$ cat src/rtl/doorlock_pkg.sv
// Shared constants for the door-lock keypad controller: key codes coming
// from the switch interface, FSM state encodings and the digit helper.
package doorlock_pkg;

  // Key codes delivered by the switch interface
  localparam logic [3:0] KEY_NONE = 4'd0;
  localparam logic [3:0] KEY_NEXT = 4'd1;
  localparam logic [3:0] KEY_INC  = 4'd2;
  localparam logic [3:0] KEY_A    = 4'd11;
  localparam logic [3:0] KEY_B    = 4'd12;

  // FSM state encodings (plain constants so legacy tools can decode them)
  localparam logic [2:0] ST_ENTRY   = 3'd0;
  localparam logic [2:0] ST_CHECK   = 3'd1;
  localparam logic [2:0] ST_OPEN    = 3'd2;
  localparam logic [2:0] ST_FAIL    = 3'd3;
  localparam logic [2:0] ST_LOCKOUT = 3'd4;
  localparam logic [2:0] ST_SET     = 3'd5;

  // Dwell timer width; large enough for a 10 s lockout at 125 MHz
  localparam int TIMER_W = 31;

  // Increment one BCD digit, wrapping from dmax back to 0
  function automatic logic [3:0] bcd_inc(input logic [3:0] d, input logic [3:0] dmax);
    return (d == dmax) ? 4'd0 : d + 4'd1;
  endfunction

endpackage

$ cat src/rtl/doorlock_timer.sv
// Dwell timer shared by OPEN, FAIL and LOCKOUT. Loaded with N-1 when a
// timed state is entered, it counts down to zero and holds there, so the
// owning state sees expired on its N-th cycle.
module doorlock_timer
  import doorlock_pkg::*;
(
  input  logic               clk,
  input  logic               rst,
  input  logic               load,
  input  logic [TIMER_W-1:0] load_val,
  output logic               expired
);

  logic [TIMER_W-1:0] cnt;

  // Load on request, otherwise count down and stop at zero
  always_ff @(posedge clk or posedge rst) begin
    // NOTE: clocked state is always assigned with <= so every register
    // samples the pre-edge values of its neighbours, avoiding order races.
    if (rst) begin
      cnt <= '0;
    end else if (load) begin
      cnt <= load_val;
    end else if (cnt != '0) begin
      cnt <= cnt - 1'b1;
    end
  end

  assign expired = (cnt == '0);

endmodule

$ cat src/rtl/doorlock_keypad_ctrl.sv
// Keypad door-lock controller. Turns the held key-code stream into single
// events, edits a BCD entry buffer, checks it against the stored password,
// and drives unlock / error / lockout plus password reprogramming.
module doorlock_keypad_ctrl
  import doorlock_pkg::*;
#(
  parameter int                  DIGITS        = 4,
  parameter int                  DIGIT_MAX     = 9,
  parameter logic [4*DIGITS-1:0] DEFAULT_PW    = '0,
  parameter int                  MAX_FAIL      = 3,
  parameter int                  UNLOCK_CYCLES = 375_000_000,
  parameter int                  ERR_CYCLES    = 125_000_000,
  parameter int                  LOCK_CYCLES   = 1_250_000_000
) (
  input  logic                  clk,
  input  logic                  rst,
  input  logic [3:0]            key_code,
  output logic [4*DIGITS-1:0]   entry_bcd,
  output logic [2:0]            cursor,
  output logic                  unlock,
  output logic                  error,
  output logic                  lockout,
  output logic                  prog_mode,
  output logic                  key_ack
);

  localparam int FAIL_W = $clog2(MAX_FAIL + 1);

  logic [2:0]              state_q, state_d;
  logic [DIGITS-1:0][3:0]  entry_q, entry_d;
  logic [DIGITS-1:0][3:0]  pw_q, pw_d;
  logic [2:0]              cursor_q, cursor_d;
  logic [FAIL_W-1:0]       fail_q, fail_d;
  logic [3:0]              key_prev;
  logic                    evt;
  logic                    ack_d;
  logic                    clear_entry;
  logic                    tmr_load;
  logic [TIMER_W-1:0]      tmr_val;
  logic                    tmr_expired;

  // A held code produces exactly one event: only a change to a non-zero code counts
  assign evt = (key_code != KEY_NONE) && (key_code != key_prev);

  doorlock_timer u_timer (
    .clk      (clk),
    .rst      (rst),
    .load     (tmr_load),
    .load_val (tmr_val),
    .expired  (tmr_expired)
  );

  // Next-state, edit and password decisions for the current key event
  always_comb begin
    // NOTE: every variable gets a default here so no path leaves it
    // unassigned; that is what keeps this block free of inferred latches.
    state_d     = state_q;
    entry_d     = entry_q;
    cursor_d    = cursor_q;
    pw_d        = pw_q;
    fail_d      = fail_q;
    ack_d       = 1'b0;
    clear_entry = 1'b0;
    tmr_load    = 1'b0;
    tmr_val     = '0;

    case (state_q)
      ST_ENTRY, ST_SET: begin
        if (evt) begin
          case (key_code)
            KEY_INC: begin
              ack_d = 1'b1;
              for (int i = 0; i < DIGITS; i++) begin
                if (3'(i) == cursor_q) entry_d[i] = bcd_inc(entry_q[i], 4'(DIGIT_MAX));
              end
            end
            KEY_NEXT: begin
              ack_d    = 1'b1;
              cursor_d = (cursor_q == 3'(DIGITS - 1)) ? 3'd0 : cursor_q + 3'd1;
            end
            KEY_A: begin
              ack_d = 1'b1;
              if (state_q == ST_ENTRY) begin
                state_d = ST_CHECK;
              end else begin
                pw_d        = entry_q;
                state_d     = ST_ENTRY;
                clear_entry = 1'b1;
              end
            end
            KEY_B: begin
              // In ENTRY this is "clear"; in SET it abandons the new password
              ack_d       = 1'b1;
              state_d     = ST_ENTRY;
              clear_entry = 1'b1;
            end
            default: ;
          endcase
        end
      end

      ST_CHECK: begin
        tmr_load = 1'b1;
        if (entry_q == pw_q) begin
          state_d = ST_OPEN;
          fail_d  = '0;
          tmr_val = TIMER_W'(UNLOCK_CYCLES - 1);
        end else if (fail_q == FAIL_W'(MAX_FAIL - 1)) begin
          state_d = ST_LOCKOUT;
          tmr_val = TIMER_W'(LOCK_CYCLES - 1);
        end else begin
          state_d = ST_FAIL;
          fail_d  = fail_q + 1'b1;
          tmr_val = TIMER_W'(ERR_CYCLES - 1);
        end
      end

      ST_OPEN: begin
        // Expiry takes priority; a key arriving on that same cycle is dropped
        if (tmr_expired) begin
          state_d     = ST_ENTRY;
          clear_entry = 1'b1;
        end else if (evt && key_code == KEY_A) begin
          ack_d       = 1'b1;
          state_d     = ST_ENTRY;
          clear_entry = 1'b1;
        end else if (evt && key_code == KEY_B) begin
          ack_d       = 1'b1;
          state_d     = ST_SET;
          clear_entry = 1'b1;
        end
      end

      ST_FAIL, ST_LOCKOUT: begin
        if (tmr_expired) begin
          state_d     = ST_ENTRY;
          clear_entry = 1'b1;
          if (state_q == ST_LOCKOUT) fail_d = '0;
        end
      end

      default: begin
        state_d     = ST_ENTRY;
        clear_entry = 1'b1;
      end
    endcase

    if (clear_entry) begin
      entry_d  = '0;
      cursor_d = '0;
    end
  end

  // Register FSM state, edit buffers, password and key history
  always_ff @(posedge clk or posedge rst) begin
    if (rst) begin
      state_q  <= ST_ENTRY;
      entry_q  <= '0;
      cursor_q <= '0;
      // NOTE: the password is an ordinary register bank, not a RAM, so it
      // is reset explicitly; any reset must restore the factory password.
      pw_q     <= DEFAULT_PW;
      fail_q   <= '0;
      key_prev <= KEY_NONE;
      key_ack  <= 1'b0;
    end else begin
      state_q  <= state_d;
      entry_q  <= entry_d;
      cursor_q <= cursor_d;
      pw_q     <= pw_d;
      fail_q   <= fail_d;
      key_prev <= key_code;
      key_ack  <= ack_d;
    end
  end

  assign entry_bcd = entry_q;
  assign cursor    = cursor_q;
  assign unlock    = (state_q == ST_OPEN);
  assign error     = (state_q == ST_FAIL);
  assign lockout   = (state_q == ST_LOCKOUT);
  assign prog_mode = (state_q == ST_SET);

endmodule

$ cat config.mk
export PLATFORM = sky130hd
export DESIGN_NAME = doorlock_keypad_ctrl
export DESIGN_NICKNAME = d
export VERILOG_FILES = /design/src/rtl/doorlock_pkg.sv /design/src/rtl/doorlock_timer.sv /design/src/rtl/doorlock_keypad_ctrl.sv
export SDC_FILE = /design/constraint.sdc
export NUM_CORES = 1
export LEC_CHECK = 0
export CAP_MARGIN = 20
export CORE_MARGIN = 3
export CORE_UTILIZATION = 35
export CTS_BUF_LIST = sky130_fd_sc_hd__clkbuf_8
export CTS_CLUSTER_SIZE = 14
export DETAILED_ROUTE_END_ITERATION = 12
export PLACE_DENSITY = 0.52
export SYNTH_ARGS = -nofsm -noshare
export SYNTH_HDL_FRONTEND = slang
export SYNTH_SLANG_ARGS = --single-unit
$ cat constraint.sdc
create_clock -name clk -period 3.15 [get_ports clk]
set_input_delay 0.63 -clock clk [delete_from_list [all_inputs] [get_ports clk]]
set_output_delay 0.63 -clock clk [all_outputs]
set_load 0.01 [all_outputs]
==> impl_metrics.yaml <==
run_status:
  status: "complete, no violations"
finish:
  fin_area_mm2: 0.00521
  fillers: 1216
  syn_to_final_growth_pct: 19.1
  antennaDiodeCount: 0
  layout-drive-gt1-share_pct: 14.0
  fin_cells: 660
  nets: 508
timing:
  setup_viol_count_final: 0
  min_period_ps: 2730
  max_slew_margin_pct: 52.4
  setup_tns_ps: 0
  clock_skew_ps: 11.7
  final.period_utilization_pct: 86.7
  final_max_slew_viol_count: 0
  tightestPinTransition_ps: 711
  max_freq_mhz: 366
  hold_viol: 0
  rsz0062_at_grt: "false"
setup_path:
  cp_max_fo: 11
  critical_path_required_ps: 2520
  timing_worst_setup_path_type: "flip-flop to output pin"
  crit_chain: "inv_1 > nor3_1 > clkdlybuf4s50_1"
  critPathLaunchType: "flip-flop"
  endpoint_kind: "output pin"
  cpMaxStageDelayCell: "clkdlybuf4s50_1"
  critPathArrivalTime_ps: 2100
  slowest_delay_ps: 630
logic_synthesis:
  synth_common_cells: "dfrtp_1, nand2_1, a21oi_1"
  synth_edf_count: 0
  yosysMostFrequentCell: "dfrtp_1"
  synth_top_cell_by_area: "dfrtp_1"
  yosysWarningCount: 0
  synth_seq_area_share_pct: 43.4
  synth_ff_type: "dfrtp_1"
  synth_nets: 470
  ys_async_sr_fraction_pct: 100
  ys_top_cells_by_area: "dfrtp_1, xor2_1, ha_1, mux2_2, a21oi_1"
  synth_area_per_cell_um2: 9.75
  netlist_area_mm2: 0.00438
  synth_cells: 449
  ys_ff_latch: 76
  synth.distinct_cells: 60
  yosysTopAreaCellShare_pct: 43.4
flow_run:
  drv_cap: 0
floorplanning:
  start_util_pct: 36.1
  io_pins: 30
  die_area_mm2: 0.0139
  row_count: 40
  core_mm2: 0.0121
  die_h_um: 118
  die_w_um: 118
power_and_ir_drop:
  fin_total_pwr_mw: 3.75
  leakage_nw: 2.27
  peakVddDrop_mv: 0.309
  p_per_area_mw_per_mm2: 720
route:
  drc_errors: 0
  firstDrtPassIters: 4
  wl_per_cell_um: 15.3
  drt-total-wl_mm: 10.1
  drt_iter0_drc: 151
  drtAntennaViolNets: 0
  detail_route.vias_per_cell: 5.19
  route.vias.total: 3423
clocking:
  clockBufferDepth: 2
  cts_resized: 0
  cts_root_buf: "clkbuf_8"
  cts-buffers-inserted: 9
  cts_tree: "yes"
  cts.sinks: 76
  clkLatencyLatePin_ps: 370
  htreeDepth: 3
  clk_pin_slew_ps: 80
grt:
  grt_antenna_before_repair: 0
  grt_overflow_total: 0
  grt_pass1_vias: 3472
  grt_pass1_wl_mm: 17.7
  grt_max_degree: 77
  grt_usage_pct: 15.7
placement:
  dp_hpwl_mm: 6.79
  io_buffers: 29
  placedInstanceArea_mm2: 0.00490
  globalplace.congestion: 0.802
  dp.cells: 641
min_path:
  hold_path.class: "flip-flop to flip-flop"
-- worst paths after layout --
kind                                        start                   endpoint  slack (ps)  cells past startpoint
max reg2reg                state_q[0]$_DFFE_PP0P_   entry_bcd[2]$_DFFE_PP0P_         550                      6
max in group asynchronous                     rst  entry_bcd[10]$_DFFE_PP0P_        2150                      3
max                        state_q[2]$_DFFE_PP0P_                    lockout         420                      3
min                         fail_q[1]$_DFFE_PP0P_      fail_q[1]$_DFFE_PP0P_         490                      1
min in group asynchronous                     rst        pw_q[3]$_DFFE_PP0P_         670                      3
min reg2reg                 fail_q[1]$_DFFE_PP0P_      fail_q[1]$_DFFE_PP0P_         490                      1
-- worst max-delay path: cells and delay by family, from the launching register on --
kind | cells | cell delay, ps
buf+inv | 2 | 800
flops | 1 | 540
simple gates | 1 | 390
-- routing by layer --
metal / vias to the layer above / share of wire, % / GRT usage [%]
li1: 1655 / - / -
met4: 0 / 1.5 / 4.25
met3: 11 / 3.5 / 4.61
met1: 1694 / 48 / 20.8
met5: - / 0 / 0
met2: 63 / 48 / 25.0
-- sequential cells by signal (all words and copies together) (netlist names) --
signal       flops
u_timer.cnt     31
entry_bcd       16
pw_q            16
key_prev         4
cursor           3
state_q          3
fail_q           2
key_ack          1
-- stage by stage --
step	util, %	hold slack, ps	setup WS [ps]
after floorplan	-	454	582
after global placement	40.5	467	123
after global routing	43.0	503	235
after detailed placement	40.5	474	29.2
final	43.0	486	418
after CTS	42.6	492	187
-- report_power, final --
part	internal, mW	switching, mW	total, mW
registers	1.22	0.315	1.53
logic	0.623	0.657	1.28
clock network	0.566	0.375	0.940
-- cell type report --
cell class / instances / area (um^2) / area share, %
Clock inverter: 5 / 98.8 / 1.90
Timing Repair Buffer: 46 / 468 / 8.98
Inverter: 17 / 63.8 / 1.22
Multi-Input combinational cell: 337 / 2320 / 44.5
Sequential cell: 76 / 1900 / 36.5
Tap cell: 168 / 210 / 4.03
Clock buffer: 11 / 151 / 2.90
-- kinds of logic (layout without fill, tap and decap cells) --
| group | count (synthesis) | in the layout | share of synthesized area [%] |
|---|---|---|---|
| simple gates | 185 | 185 | 24.8 |
| xor+xnor | 45 | 45 | 9.00 |
| compound gates | 74 | 74 | 10.3 |
| buf+inv | 36 | 79 | 3.57 |
| mux | 18 | 18 | 4.57 |
| fa+ha+maj | 15 | 15 | 4.29 |
| flops | 76 | 76 | 43.4 |
-- cells in the final DEF (no fill, tap or decap), types with 13 or more instances in the layout --
cell type / Yosys / final
dfrtp_1: 76 / 76
clkdlybuf4s50_1: 0 / 29
mux2_2: 16 / 16
xor2_1: 26 / 26
a21oi_1: 35 / 35
o21ai_0: 15 / 15
nor2_1: 34 / 34
nand2_1: 41 / 41
ha_1: 15 / 15
buf_4: 2 / 13
xnor2_1: 19 / 19
inv_1: 17 / 17
-- timing repair --
| action | 4_1_cts | 5_1_grt |
|---|---|---|
| hold buffers | 0 | 0 |
| setup buffers | 0 | 3 |
| setup endpoints to repair | 0 | 1 |
(Power assumes the default switching activity.)
==> RTL edit: new RTL, same settings <==
Change the parameter `DIGITS` from 4 to 8.
--- a/src/rtl/doorlock_keypad_ctrl.sv
+++ b/src/rtl/doorlock_keypad_ctrl.sv
@@ -4,7 +4,7 @@
 module doorlock_keypad_ctrl
   import doorlock_pkg::*;
 #(
-  parameter int                  DIGITS        = 4,
+  parameter int                  DIGITS        = 8,
   parameter int                  DIGIT_MAX     = 9,
   parameter logic [4*DIGITS-1:0] DEFAULT_PW    = '0,
   parameter int                  MAX_FAIL      = 3,
Ports: changed (resized entry_bcd); port bits go from 30 to 46. No check against the original RTL was run, so the function may have changed too.
==> RTL edit against the unedited design <==
  * Power shrank 1.5%
  * Worst setup slack got worse by 100 ps
  * Via count up 34%
  * Fmax is 3.6% lower
  * Wire length is 40% higher
  * Cell area is 35% higher
  * Synthesized area rose by 38%
  * Sequential cell count up 32
  * Worst hold slack better by 19 ps
  * Highest routed layer unchanged
==> RTL edit: results (changes against the unedited design) <==
metric;value;unit;change
Combinational Power;1050;uW;-18%
CP Capture Point;entry_bcd[18]$_DFFE_PP0P_;;
status;completed;;
drt initial violations;260;;+72%
Clock power frac;21.5;%;-3.6 points
origin of the critical flop-to-flop path;u_timer.cnt[3]$_DFFE_PP0P_;;
number of port buffers;45;;+55%
CP max-delay cell;clkdlybuf4s50_1;;
Netlist cell types;56;;-6.7%
largest net degree at the start of global routing;85;;+10%
post-synthesis net count;632;;+34%
DR pass1 iterations;4;;unchanged
Syn. warnings;0;;unchanged
sequential share of power;50.1;%;+9.3 points
clock root buffer master;clkbuf_8;;
gpl congestion;0.786;;-2.1%
routed wire length;14100;um;+40%
Static Leak;0.00318;uW;+40%
Hold Path Class;flop to flop;;
Critical Path Max Stage Delay;610;ps;-20 ps
cts bufs inserted;9;;unchanged
share of layout cells above drive strength 1;13.7;%;-0.34 points
Slew @ Worst Pin;953;ps;+242 ps
Vias per Instance;5.19;;+0.15%
first-pass GRT wire length;23800;um;+34%
Layout fillers;1636;;+35%
sequential cell area fraction in the yosys report;44.9;%;+1.4 points
Internal Power;2370;uW;-1.5%
arrival time worst endpoint;3120;ps;+1020 ps
CTS clk-pin slew, worst paths;100;ps;+20 ps
Setup Skew;14.9;ps;+3.20 ps
synth cell count leaders;dfrtp_1 (108), nand2_1 (53), xor2_1 (49);;
Post-synth EDFFs;0;;unchanged
Synth area leaders;dfrtp_1 (45%), xor2_1 (7.1%), mux2_2 (6.2%), ha_1 (5.0%), nand2_1 (3.3%);;
all-layer global routing usage;16.1;%;+0.41 points
post-DP HPWL;10000;um;+48%
max-cap violations;0;;unchanged
Worst Path Max Fanout;8;;-3
crit path from;key_code[2];;
Worst-Skew Late Latency;390;ps;+20 ps
# nets final;691;;+36%
vias in the first global route;4722;;+36%
==> RTL edit: layer usage <==
metal / GRT usage, % / routed length (um)
met2: 27.4 / 7000
met4: 5.04 / 223
met5: 0 / 0
met3: 4.49 / 623
met1: 19.7 / 6290
==> RTL edit: final cells by class <==
cell class                      count  share of cell area [%]
Clock inverter                      5                   0.497
Multi-Input combinational cell    445                    44.2
Clock buffer                       10                    1.95
Timing Repair Buffer               71                    9.69
Tap cell                          220                    3.90
Sequential cell                   108                    38.3
Inverter                           26                    1.44
==> RTL edit: worst min-delay path by stage <==
stage	startpoint	end	slack, ps	cells past startpoint
CTS	fail_q[0]$_DFFE_PP0P_	fail_q[0]$_DFFE_PP0P_	510	1
global route	fail_q[0]$_DFFE_PP0P_	fail_q[0]$_DFFE_PP0P_	550	1
floorplan	fail_q[0]$_DFFE_PP0P_	fail_q[0]$_DFFE_PP0P_	460	1
global placement	fail_q[0]$_DFFE_PP0P_	fail_q[0]$_DFFE_PP0P_	470	1
detailed placement	fail_q[0]$_DFFE_PP0P_	fail_q[0]$_DFFE_PP0P_	490	1
finish	fail_q[0]$_DFFE_PP0P_	fail_q[0]$_DFFE_PP0P_	510	1
==> RTL edit: kinds of logic (layout without fill, tap and decap cells) <==
family          after synthesis  after routing  synth area share (%)
mux                          40             40                  7.37
xor+xnor                     67             67                  9.74
simple gates                221            221                  20.5
flops                       108            108                  44.9
buf+inv                      49            112                  3.37
compound gates               93             93                  9.16
fa+ha+maj                    24             24                  4.99
==> RTL edit: metrics by stage <==
stage               instances  cell area (um2)  setup slack (ps)  utilization (%)
finish                    885             7050               317             42.2
global route              885             7050               200             42.2
CTS                       885             7050               330             42.2
detailed placement        870             6880             -90.1             41.2
global placement          870             6880              28.4             41.2
floorplan                 602             6030               669                -
